<file path="config.mk">
export PLATFORM = sky130hd
export DESIGN_NAME = mem_word_port
export DESIGN_NICKNAME = d
export VERILOG_FILES = /design/src/rtl/mem_word_port.sv
export SDC_FILE = /design/constraint.sdc
export NUM_CORES = 1
export LEC_CHECK = 0
export CELL_PAD_IN_SITES_DETAIL_PLACEMENT = 0
export CELL_PAD_IN_SITES_GLOBAL_PLACEMENT = 2
export CORE_MARGIN = 2
export CORE_UTILIZATION = 33
export CTS_BUF_LIST = sky130_fd_sc_hd__clkbuf_8
export DETAILED_ROUTE_END_ITERATION = 10
export PLACE_DENSITY = 0.86
export SLEW_MARGIN = 0
export SYNTH_ARGS = -nofsm -noshare
export SYNTH_HDL_FRONTEND = slang
export SYNTH_SLANG_ARGS = --single-unit
</file>
<file path="constraint.sdc">
create_clock -name clk -period 2.44 [get_ports clk]
set_input_delay 0.488 -clock clk [delete_from_list [all_inputs] [get_ports clk]]
set_output_delay 0.488 -clock clk [all_outputs]
set_load 0.02 [all_outputs]
</file>
<file path="src/rtl/mem_word_port.sv">
// Byte-sequencing initiator between the load/store stage and a byte-wide single-port RAM.
// Optional build macro MEM_WORD_PORT_ALIGN_CHECK_EN rejects misaligned halfword/word accesses.
module mem_word_port #(
    parameter int ADDRESS_WIDTH = 32,
    parameter int BUS_WIDTH     = 8
) (
    input  logic                     clk,
    input  logic                     reset,
    input  logic                     req,
    input  logic                     we,
    input  logic [1:0]               size,
    input  logic                     loadSigned,
    input  logic [ADDRESS_WIDTH-1:0] addr,
    input  logic [31:0]              wdata,
    output logic                     ready,
    output logic                     done,
    output logic                     error,
    output logic [31:0]              rdata,
    output logic [ADDRESS_WIDTH-1:0] ramAddr,
    output logic [BUS_WIDTH-1:0]     ramDataOut,
    output logic                     ramWriteEnable,
    input  logic [BUS_WIDTH-1:0]     ramDataIn,
    input  logic                     ramBusy
);

    typedef enum logic [2:0] {
        IDLE  = 3'd0,
        ISSUE = 3'd1,
        WAIT  = 3'd2,
        DONE  = 3'd3,
        ERR   = 3'd4
    } state_t;

    state_t                   state_r;
    state_t                   state_s;
    logic                     we_r;
    logic [1:0]               size_r;
    logic                     sign_r;
    logic [ADDRESS_WIDTH-1:0] addr_r;
    logic [31:0]              wdata_r;
    logic [1:0]               last_r;
    logic [1:0]               k_r;
    logic [31:0]              acc_r;
    logic                     ready_r;
    logic                     done_r;
    logic                     error_r;
    logic [31:0]              rdata_r;
    logic [ADDRESS_WIDTH-1:0] ram_addr_r;
    logic [BUS_WIDTH-1:0]     ram_dout_r;
    logic                     ram_we_r;

    logic                     invalid_s;
    logic                     accept_s;
    logic                     step_s;
    logic                     last_step_s;
    logic [1:0]               k_next_s;
    logic [31:0]              rdata_s;
    logic [ADDRESS_WIDTH-1:0] ram_addr_s;
    logic [BUS_WIDTH-1:0]     ram_dout_s;
    logic                     ram_we_s;

    // Index of the final byte: 0, 1 or 3 for byte, halfword, word.
    function automatic logic [1:0] last_index(input logic [1:0] sz);
        case (sz)
            2'b00:   last_index = 2'd0;
            2'b01:   last_index = 2'd1;
            2'b10:   last_index = 2'd3;
            default: last_index = 2'd0;
        endcase
    endfunction

    // Big-endian byte k of right-aligned store data: byte 0 is the most significant.
    function automatic logic [7:0] store_byte(input logic [31:0] d, input logic [1:0] last,
                                              input logic [1:0] k);
        logic [1:0] idx;
        idx = last - k;
        case (idx)
            2'd0:    store_byte = d[7:0];
            2'd1:    store_byte = d[15:8];
            2'd2:    store_byte = d[23:16];
            2'd3:    store_byte = d[31:24];
            default: store_byte = 8'h00;
        endcase
    endfunction

    function automatic logic [31:0] extend(input logic [31:0] v, input logic [1:0] sz,
                                           input logic sg);
        case (sz)
            2'b00:   extend = {{24{sg & v[7]}}, v[7:0]};
            2'b01:   extend = {{16{sg & v[15]}}, v[15:0]};
            default: extend = v;
        endcase
    endfunction

`ifdef MEM_WORD_PORT_ALIGN_CHECK_EN
    function automatic logic misaligned(input logic [1:0] sz, input logic [1:0] lsb);
        case (sz)
            2'b01:   misaligned = lsb[0];
            2'b10:   misaligned = (lsb != 2'b00);
            default: misaligned = 1'b0;
        endcase
    endfunction
`endif

    // Request qualification and per-byte handshake events.
    always_comb begin
`ifdef MEM_WORD_PORT_ALIGN_CHECK_EN
        invalid_s = (size == 2'b11) || misaligned(size, addr[1:0]);
`else
        invalid_s = (size == 2'b11);
`endif
        accept_s    = (state_r == IDLE) && req && !invalid_s;
        step_s      = (state_r == WAIT) && !ramBusy;
        last_step_s = step_s && (k_r == last_r);
        k_next_s    = k_r + 2'd1;
    end

    // State register.
    always_ff @(posedge clk or negedge reset) begin
        if (!reset) begin
            state_r <= IDLE;
        end else begin
            state_r <= state_s;
        end
    end

    // Next-state logic.
    always_comb begin
        state_s = state_r;
        case (state_r)
            IDLE: begin
                if (req) begin
                    state_s = invalid_s ? ERR : ISSUE;
                end else begin
                    state_s = IDLE;
                end
            end
            ISSUE: state_s = WAIT;
            WAIT: begin
                if (ramBusy) begin
                    state_s = WAIT;
                end else if (k_r == last_r) begin
                    state_s = DONE;
                end else begin
                    state_s = ISSUE;
                end
            end
            DONE:    state_s = IDLE;
            ERR:     state_s = IDLE;
            default: state_s = IDLE;
        endcase
    end

    // Output logic, computed from the next state so every port comes straight from a flop.
    always_comb begin
        ram_addr_s = ram_addr_r;
        ram_dout_s = ram_dout_r;
        ram_we_s   = 1'b0;
        rdata_s    = rdata_r;
        if (accept_s) begin
            ram_addr_s = addr;
            ram_we_s   = we;
            ram_dout_s = we ? store_byte(wdata, last_index(size), 2'd0) : ram_dout_r;
        end else if (step_s && !last_step_s) begin
            ram_addr_s = addr_r + {{(ADDRESS_WIDTH-2){1'b0}}, k_next_s};
            ram_we_s   = we_r;
            ram_dout_s = we_r ? store_byte(wdata_r, last_r, k_next_s) : ram_dout_r;
        end else begin
            ram_addr_s = ram_addr_r;
        end
        if (last_step_s && !we_r) begin
            rdata_s = extend({acc_r[23:0], ramDataIn}, size_r, sign_r);
        end else begin
            rdata_s = rdata_r;
        end
    end

    // Latched request, byte index, load accumulator and registered outputs.
    always_ff @(posedge clk or negedge reset) begin
        if (!reset) begin
            we_r       <= 1'b0;
            size_r     <= 2'b00;
            sign_r     <= 1'b0;
            addr_r     <= '0;
            wdata_r    <= 32'h0000_0000;
            last_r     <= 2'd0;
            k_r        <= 2'd0;
            acc_r      <= 32'h0000_0000;
            ready_r    <= 1'b1;
            done_r     <= 1'b0;
            error_r    <= 1'b0;
            rdata_r    <= 32'h0000_0000;
            ram_addr_r <= '0;
            ram_dout_r <= '0;
            ram_we_r   <= 1'b0;
        end else begin
            if (accept_s) begin
                we_r    <= we;
                size_r  <= size;
                sign_r  <= loadSigned;
                addr_r  <= addr;
                wdata_r <= wdata;
                last_r  <= last_index(size);
                k_r     <= 2'd0;
                acc_r   <= 32'h0000_0000;
            end else if (step_s) begin
                k_r   <= k_next_s;
                acc_r <= we_r ? acc_r : {acc_r[23:0], ramDataIn};
            end
            ready_r    <= (state_s == IDLE);
            done_r     <= (state_s == DONE);
            error_r    <= (state_s == ERR);
            rdata_r    <= rdata_s;
            ram_addr_r <= ram_addr_s;
            ram_dout_r <= ram_dout_s;
            ram_we_r   <= ram_we_s;
        end
    end

    assign ready          = ready_r;
    assign done           = done_r;
    assign error          = error_r;
    assign rdata          = rdata_r;
    assign ramAddr        = ram_addr_r;
    assign ramDataOut     = ram_dout_r;
    assign ramWriteEnable = ram_we_r;

endmodule

</file>
==> results of run 1 <==
[flip-flops by register name, indices dropped and copies added, names as in the netlist]
register / cells
addr_r: 32
ramAddr: 32
rdata: 32
wdata_r: 32
acc_r: 24
ramDataOut: 8
state_r: 3
k_r: 2
last_r: 2
size_r: 2
done: 1
error: 1
ramWriteEnable: 1
ready: 1
sign_r: 1
we_r: 1
[layout make-up]
class                   count  area (um^2)  share of cell area (%)
clock inverters            14          149                    1.42
repair buffers            185         1880                    18.0
clock buffers              18          248                    2.37
diodes                      1         2.50                  0.0239
multi-input cells         598         3370                    32.2
inverters                   9         33.8                   0.323
flip-flops and latches    175         4380                    41.9
well taps                 319          399                    3.82
[worst min-delay path by stage]
stage                from          to  slack [ns]
2_1_floorplan       reset    acc_r[0]        0.19
3_3_place_gp   wdata_r[5]  wdata_r[5]        0.45
3_5_place_dp   wdata_r[5]  wdata_r[5]        0.46
4_1_cts             reset   rdata[18]       0.007
5_1_grt             reset   rdata[18]        0.01
6_report            reset   rdata[18]       0.004
[timing repair]
action,in CTS,in global routing
setup buffers,0,1
setup endpoints to repair,0,14
resized for setup,0,1
[kinds of logic (layout without fill, tap and decap cells)]
| group | after synthesis | in the layout |
|---|---|---|
| xor+xnor | 34 | 34 |
| compound gates | 151 | 151 |
| fa+ha+maj | 7 | 7 |
| mux | 21 | 21 |
| buf+inv | 58 | 226 |
| other cells | 0 | 1 |
| simple gates | 385 | 385 |
| flops | 175 | 175 |
[per-layer routing]
| metal | wire length (um) | vias to the layer above | GRT usage [%] |
|---|---|---|---|
| met1 | 10200 | 3068 | 23.9 |
| met2 | 10200 | 139 | 27.2 |
| met4 | 130 | 0 | 3.51 |
| li1 | - | 3109 | - |
| met3 | 1040 | 11 | 4.32 |
| met5 | 0 | - | 0 |
[Yosys cell counts (all sizes together), types with 9 or more instances]
cell type	number	area, um^2
nand2	283	1060
dfrtp	174	4350
a21oi	45	225
o21ai	45	225
nor2	43	161
clkbuf	27	101
buf	20	106
xnor2	19	166
nand3	16	105
o211ai	16	125
xor2	15	139
a22o	11	96.3
a22oi	10	75.1
a31oi	9	56.3
inv	9	33.8
nand4	9	56.3
[power breakdown]
| part | switching [uW] | total [uW] | internal (uW) |
|---|---|---|---|
| sequential | 1020 | 5210 | 4190 |
| combinational | 3170 | 6010 | 2840 |
| clock | 1180 | 2050 | 873 |
[cell usage in the layout (no fill, tap or decap), types with 8 or more instances in the layout]
| cell type | synthesis | layout |
|---|---|---|
| mux4_2 | 8 | 8 |
| clkdlybuf4s50_1 | 0 | 154 |
| a22oi_1 | 10 | 10 |
| nor2_1 | 43 | 43 |
| a22o_1 | 11 | 11 |
| a31oi_1 | 9 | 9 |
| xnor2_1 | 19 | 18 |
| buf_12 | 0 | 8 |
| clkbuf_8 | 0 | 18 |
| inv_1 | 8 | 9 |
| a21oi_1 | 45 | 45 |
| nand4_1 | 9 | 9 |
| nand3_1 | 14 | 14 |
| xor2_1 | 14 | 14 |
| buf_4 | 1 | 22 |
| a2bb2oi_1 | 8 | 8 |
| dfrtp_1 | 174 | 174 |
| nand2_1 | 283 | 283 |
| o21ai_0 | 43 | 43 |
| o211ai_1 | 15 | 15 |
| mux2_2 | 8 | 8 |
[critical path, delay by kind of cell (launching register included)]
family                     cells  cell delay, ns
and+or+nand+nor                3            0.25
xor gates and xnor gates       1            0.19
buffers and inverters          3            0.46
adders and majority gates      2            0.68
DFF                            1            0.44
AOI/OAI and AO/OA              1            0.10
[through the flow]
step                utilization, %  hold slack, ns  instances  worst slack (ns)
floorplan                        -           0.192        831             0.286
global placement              42.5           0.454       1285            0.0952
detailed placement            42.5           0.457       1285            0.0601
CTS                           44.2         0.00695       1317            0.0750
global route                  44.3          0.0145       1318            0.0491
finish                        44.3         0.00435       1319             0.204
==> flow_summary.ini, run 1 <==
[outcome]
outcome = finished, final reports clean

[route]
antenna_left = 0
drtIter0Drc = 375
wl_per_cell_um = 16.3
routed_wl_um = 21500
drc = 0
viasPerCell = 4.80
firstDrtPassIters = 5
via_count = 6327

[cts]
cts.htree.levels = 4
cts_buffers = 17
clock_latency_ns = 0.46
clockRootBuffer = clkbuf_8
hold_buffers = 0
cts_buffer_depth = 2
cts_sinks = 175
clk_pin_slew_ns = 0.11
cts_tree = yes

[power_and_ir_drop]
ir_worst_vdd_mv = 0.451
powerDensity_nw_per_um2 = 1270
p_leak_uw = 0.00463
p_total_uw = 13300

[die]
die_x_um = 160
start_util_pct = 33.8
core_um2 = 23600
ios = 156
placementRows = 56
die_h_um = 160
dieArea_um2 = 25400

[logic_synthesis]
ys_warn_count = 0
yosys.area_share.adder_pct = 1.19
ys_seq_elements = 175
seq_area_frac_synth_pct = 54.9
synth_top_family_by_area = simple AND/OR/NAND/NOR gates
syn-cell-area_um2 = 7980
synthCells = 831
synthesis.nets = 918
synth_compound_area_share_pct = 11.6
synth.mux.area_fraction_pct = 4.01
synthDistinctLibCells = 56
synth-xor-area-share_pct = 3.83
synth-simple-area-share_pct = 21.2
synth.avg_cell_area_um2 = 9.60
synth_ff_type = dfrtp_1
ys_async_sr_fraction_pct = 100
synth_edf_count = 0

[global_routing]
grt_pass1_wl_um = 35100
overflow = 0
antenna_found_initial = 1
first_global_vias = 6482
grtUsageTotal_pct = 17.2
grt_max_degree = 72

[worst_setup_path]
path_common_cell = buf_4
arrival_ns = 2.56
startpoint_type = flop
critPathMaxStageDelay_ns = 0.45
path_cells = inv_1, ha_1, fa_1, nand4_1, buf_4, nor4_4, buf_4, nand3_1, xor2_1, o211ai_1
crit_required_ns = 2.76
crit_end = ramAddr[20]
reg2reg_slack_ns = 0.20
crit_slowest_cell = fa_1
r2r-end = ramAddr[20]
crit_path_start = k_r[0]
critPathKind = reg2reg
reg2reg_depth = 10
cp_max_fo = 8
critPathCaptureType = flop
r2r-start = k_r[0]

[final_layout]
nNetsFinal = 1073
syn2layout_area_growth_pct = 31.1
stdcell_area_um2 = 10500
drive_gt1_share_pct = 9.81
n_fill_cell = 2312

[timing]
tns_ns = 0
skew_ns = 0.0152
fmax_mhz = 447
worst_pin_slew_ns = 0.845
slew_viol_final = 0
hold_viol_final = 0
setup_violations = 0
min_period_ns = 2.24
finalCritPeriodShare_pct = 91.6
slew_headroom_pct = 43.5
grt_setup_unrepaired = false

[placed_design]
globalplace.congestion = 0.769
detailed_place_hpwl_um = 15000
portBuffers = 155
dpl_cell_area_um2 = 10000

[run]
drv_cap = 0

[hold_path]
hold_path.class = in2async
Note: power is estimated with default switching activity, not from simulation.
==> run 2, diff against run 1 <==
--- a/config.mk
+++ b/config.mk
@@ -5,10 +5,11 @@
 export SDC_FILE = /design/constraint.sdc
 export NUM_CORES = 1
 export LEC_CHECK = 0
+export ABC_AREA = 1
 export CELL_PAD_IN_SITES_DETAIL_PLACEMENT = 0
 export CELL_PAD_IN_SITES_GLOBAL_PLACEMENT = 2
 export CORE_MARGIN = 2
-export CORE_UTILIZATION = 33
+export CORE_UTILIZATION = 31
 export CTS_BUF_LIST = sky130_fd_sc_hd__clkbuf_8
 export DETAILED_ROUTE_END_ITERATION = 10
 export PLACE_DENSITY = 0.86
==> run 2 against run 1 <==
Net effect: count of clock-buffer cells in the layout unchanged; cell count increased by 21%; utilization down 3.3 points; via count rose by 18%; sequential share of layout area down 2.1 points; critical path depth increased by 2; hold slack gained 0.45 ns; maximum frequency increased by 2.4%; total power rose by 6.3%; critical endpoint is now ramAddr[22].
==> flow_summary.ini, run 2 <==
[die]
die_x_um = 169
placementRows = 60
die_h_um = 169
dieArea_um2 = 28700
start_util_pct = 31.6
core_um2 = 26900
ios = 156

[placed_design]
globalplace.congestion = 0.819
detailed_place_hpwl_um = 17600
portBuffers = 155

[logic_synthesis]
synth-xor-area-share_pct = 1.14
synthCells = 1083
synth_area_leaders = dfrtp_1 51%, nand2_1 17%, nor2_1 5.6%
synth_top_cell_by_area = dfrtp_1
ys_async_sr_fraction_pct = 100
synthDistinctLibCells = 39
synth_top_family_by_area = simple AND/OR/NAND/NOR gates
synth_compound_area_share_pct = 10.5
synth.avg_cell_area_um2 = 7.83
yosys.area_share.adder_pct = 1.12
synthesis.nets = 1170
synth_ff_type = dfrtp_1
ys_warn_count = 0
synth_edf_count = 0
synth.most_common_cell = nand2_1
seq_area_frac_synth_pct = 51.7
ys_seq_elements = 175
synth.mux.area_fraction_pct = 0
synth-simple-area-share_pct = 29.5
netlist_top_cells_count = 383 x nand2_1, 174 x dfrtp_1, 126 x nor2_1, 70 x o21ai_0, 66 x inv_1
syn-cell-area_um2 = 8480
synth_top_cell_area_share_pct = 51.4

[route]
routed_wl_um = 24700
viasPerCell = 4.69
drtIter0Drc = 525
antenna_left = 0
drc = 0
firstDrtPassIters = 5
wl_per_cell_um = 15.4
via_count = 7488

[global_routing]
first_global_vias = 7388
antenna_found_initial = 1
grt_pass1_wl_um = 40300
grtUsageTotal_pct = 17.7
grt_max_degree = 80
overflow = 0

[worst_setup_path]
crit_family = simple AND/OR/NAND/NOR gates
path_common_cell = nand2_1
critPathKind = reg2reg
worst-path-buf-inv = 3
startpoint_type = flop
arrival_ns = 2.60
crit_slowest_cell = dfrtp_1
critPathCaptureType = flop
cp_max_fo = 5
crit_required_ns = 2.85
critPathMaxStageDelay_ns = 0.43
path_cells = inv_1, nand2_1, nand2_1, fa_1, nand3_1, inv_1, nand2_1, buf_4, nor3_1, xor2_1, nand3_1, nand2_1

[run]
drv_cap = 0

[timing]
setup_violations = 0
slew_headroom_pct = 59.1
slew_viol_final = 0
tns_ns = 0
fmax_mhz = 458
hold_viol_final = 0
skew_ns = 0.0168
worst_pin_slew_ns = 0.612
finalCritPeriodShare_pct = 89.5
min_period_ns = 2.18
grt_setup_unrepaired = false

[cts]
cts_buffer_depth = 2
clock_latency_ns = 0.47
cts_buffers = 17
cts.htree.levels = 4
clk_pin_slew_ns = 0.11
cts_tree = yes
cts_sinks = 175
clockRootBuffer = clkbuf_8

[final_layout]
nNetsFinal = 1331
utilization_pct = 41.0
syn2layout_area_growth_pct = 29.8
drive_gt1_share_pct = 7.24
final_common_cell = nand2_1
final_cell_mix = 383 x nand2_1, 174 x dfrtp_1, 154 x clkdlybuf4s50_1
num_antenna_cells = 0

[hold_path]
hold_path.class = in2async

[power_and_ir_drop]
powerDensity_nw_per_um2 = 1280
p_leak_uw = 0.00508
ir_worst_vdd_mv = 0.490

[outcome]
outcome = finished, final reports clean
## run 2: final timing paths
kind | slack [ns] | depth (start not counted) | to | start
worst max-delay path | 0.26 | 12 | ramAddr[22] | k_r[1]
worst min-delay path | 0.46 | 2 | rdata[0] | reset
worst max register to register | 0.26 | 12 | ramAddr[22] | k_r[1]
worst min register to register | 0.49 | 2 | rdata[5] | rdata[5]
max in group asynchronous | 1.21 | 3 | ramAddr[12] | reset
min in group clk | 0.49 | 2 | rdata[5] | rdata[5]
## run 2: cell type report
class	instances	area, um^2
clock buffers	18	248
clock inverters	14	173
fillers	2807	15900
inverters	73	277
multi-input cells	787	3600
flip-flops and latches	175	4380
well taps	341	427
repair buffers	190	1910
## run 2: kinds of logic (layout without fill, tap and decap cells)
kind of cell               count (synthesis)  count (layout)
and+or+nand+nor                          606             606
DFF                                      175             175
AOI/OAI and AO/OA                        163             163
buffers and inverters                    121             295
xor gates and xnor gates                  11              11
adders and majority gates                  7               7
## run 2: power by group
part | switching [uW] | internal, uW | total, uW
sequential | 972 | 4200 | 5170
clock | 1230 | 981 | 2210
combinational | 3960 | 2760 | 6720
total | 6160 | 7940 | 14100
## run 2: metal layers
| metal | track usage, % | up-vias | wire length (um) |
|---|---|---|---|
| met5 | 0 | - | 11 |
| met1 | 25.7 | 3522 | 12300 |
| met4 | 4.20 | 2 | 275 |
| li1 | - | 3795 | - |
| met2 | 27.3 | 154 | 11000 |
| met3 | 3.29 | 15 | 1080 |
## run 2: metrics by stage
step / setup WS [ns] / total power, uW / area, um^2 / std cells / hold slack (ns)
floorplan: 0.584 / 9170 / 8480 / 1083 / 0.192
global placement: 0.126 / 11900 / 10600 / 1565 / 0.397
detailed placement: 0.0792 / 12000 / 10600 / 1565 / 0.396
CTS: 0.202 / 14200 / 11000 / 1598 / 0.438
global route: 0.00898 / 15300 / 11000 / 1598 / 0.455
finish: 0.256 / 14100 / 11000 / 1598 / 0.457
## run 2: timing repair
item	CTS	global route
hold buffers	1	0
resized for setup	0	1
endpoints found under the setup margin	0	2
hold endpoints to repair	29	0
buffers inserted	0	0
==> run 3, diff against run 2 <==
--- a/config.mk
+++ b/config.mk
@@ -13,6 +13,7 @@
 export CTS_BUF_LIST = sky130_fd_sc_hd__clkbuf_8
 export DETAILED_ROUTE_END_ITERATION = 10
 export PLACE_DENSITY = 0.86
+export RECOVER_POWER = 100
 export SLEW_MARGIN = 0
 export SYNTH_ARGS = -nofsm -noshare
 export SYNTH_HDL_FRONTEND = slang
==> run 3 against run 2 <==
Net effect: die area is the same; critical endpoint is now ramAddr[31]; critical path depth shrank 1; critical path type is now in2reg; cell count is the same; largest power group unchanged; sequential power is essentially flat.
==> flow_summary.ini, run 3 (synthesis results as in run 2) <==
[outcome]
outcome = finished, final reports clean

[timing]
finalCritPeriodShare_pct = 95.3
hold_viol_final = 0
fmax_mhz = 430
min_period_ns = 2.32
tns_ns = 0
setup_violations = 0
slew_headroom_pct = 23.7
slew_viol_final = 0
skew_ns = 0.0182
grt_setup_unrepaired = false
finalWorstSetupSlack_ns = 0.116
worst_pin_slew_ns = 1.14

[final_layout]
drive_gt1_share_pct = 6.68
utilization_pct = 40.7
ff_latch_area_um2 = 4380
n_fill_cell = 2819
num_antenna_cells = 0
multi_input_area_um2 = 3600
final_cell_count_no_fill = 1598
final_common_cell = nand2_1
syn2layout_area_growth_pct = 29.1
nNetsFinal = 1331
stdcell_area_um2 = 10900
final_cell_mix = 384 x nand2_1, 174 x dfrtp_1, 125 x nor2_1

[global_routing]
grt_max_degree = 80
overflow = 0
grtUsageTotal_pct = 17.7
antenna_found_initial = 1
grt_pass1_wl_um = 40300
first_global_vias = 7388

[hold_path]
hold_path.class = in2async

[route]
routed_wl_um = 24700
via_count = 7536
antenna_left = 0
wl_per_cell_um = 15.5
viasPerCell = 4.72
firstDrtPassIters = 5
drtIter0Drc = 498
drc = 0

[power_and_ir_drop]
p_leak_uw = 0.00511
powerDensity_nw_per_um2 = 1260
ir_worst_vdd_mv = 0.488

[worst_setup_path]
cp_max_fo = 17
startpoint_type = input port
path_common_cell = inv_1
crit_slowest_cell = dlygate4sd3_1
critPathKind = in2reg
arrival_ns = 2.73
critPathCaptureType = flop
critPathMaxStageDelay_ns = 0.56
path_cells = dlygate4sd3_1, ha_1, inv_1, nand4_4, clkinvlp_2, nor2_8, buf_2, nor2_1, nand3_1, nand2_1, inv_1
crit_required_ns = 2.85

[cts]
clk_pin_slew_ns = 0.11
cts_buffers = 17
clock_latency_ns = 0.47
clockRootBuffer = clkbuf_8
cts_buffer_depth = 2
cts.htree.levels = 4
post_cts_buffers = 0
cts_sinks = 175
cts_tree = yes

[placed_design]
portBuffers = 155
detailed_place_hpwl_um = 17600
globalplace.congestion = 0.819
dp_slack_ns = 0.0792
dp.cells = 1565
dpl_cell_area_um2 = 10600

[die]
die_h_um = 169
core_um2 = 26900
placementRows = 60
start_util_pct = 31.6
ios = 156
die_x_um = 169
dieArea_um2 = 28700

[run]
drv_cap = 0
run 3: final timing paths:
kind | from | end | slack, ns | cells after the start
max reg2reg | k_r[1] | ramAddr[22] | 0.27 | 12
min | reset | rdata[0] | 0.44 | 2
max | size[1] | ramAddr[31] | 0.12 | 11
min reg2reg | rdata[5] | rdata[5] | 0.48 | 2
max in group asynchronous | reset | wdata_r[4] | 0.51 | 3
min in group clk | rdata[5] | rdata[5] | 0.48 | 2
run 3: where the power goes:
part / switching (uW) / internal [uW]
sequential: 942 / 4200
combinational: 3950 / 2490
clock: 1230 / 981
total: 6120 / 7670
run 3: final cells by class:
type / count / share of cell area, %
sequential: 175 / 40.0
multi-input combinational: 787 / 32.9
timing repair buffer: 190 / 16.8
tap: 341 / 3.90
inverter: 73 / 2.52
clock buffer: 18 / 2.26
clock inverter: 14 / 1.58
run 3: metrics by stage:
stage          hold WS (ns)  power (uW)
6_report              0.439       13800
5_1_grt               0.443       15000
4_1_cts               0.438       14200
3_5_place_dp          0.396       12000
3_3_place_gp          0.397       11900
2_1_floorplan         0.192        9170
run 3: what timing repair did:
| item | 4_1_cts | 5_1_grt |
|---|---|---|
| setup endpoints to repair | 0 | 2 |
| endpoints found under the hold margin | 29 | 0 |
| hold buffers | 1 | 0 |
| gates resized for setup | 0 | 1 |
run 3: critical path: cells and delay by family:
kind / cells / cell delay (ns)
buffers and inverters: 5 / 1.48
adders and majority gates: 1 / 0.18
and+or+nand+nor: 5 / 0.57
run 3: layer usage:
layer  track usage, %  vias to the layer above  wire (um)
met4             4.20                        2        282
met5                0                        -         11
li1                 -                     3799          -
met3             3.29                       17       1140
met1             25.7                     3555      12200
met2             27.3                      163      11100
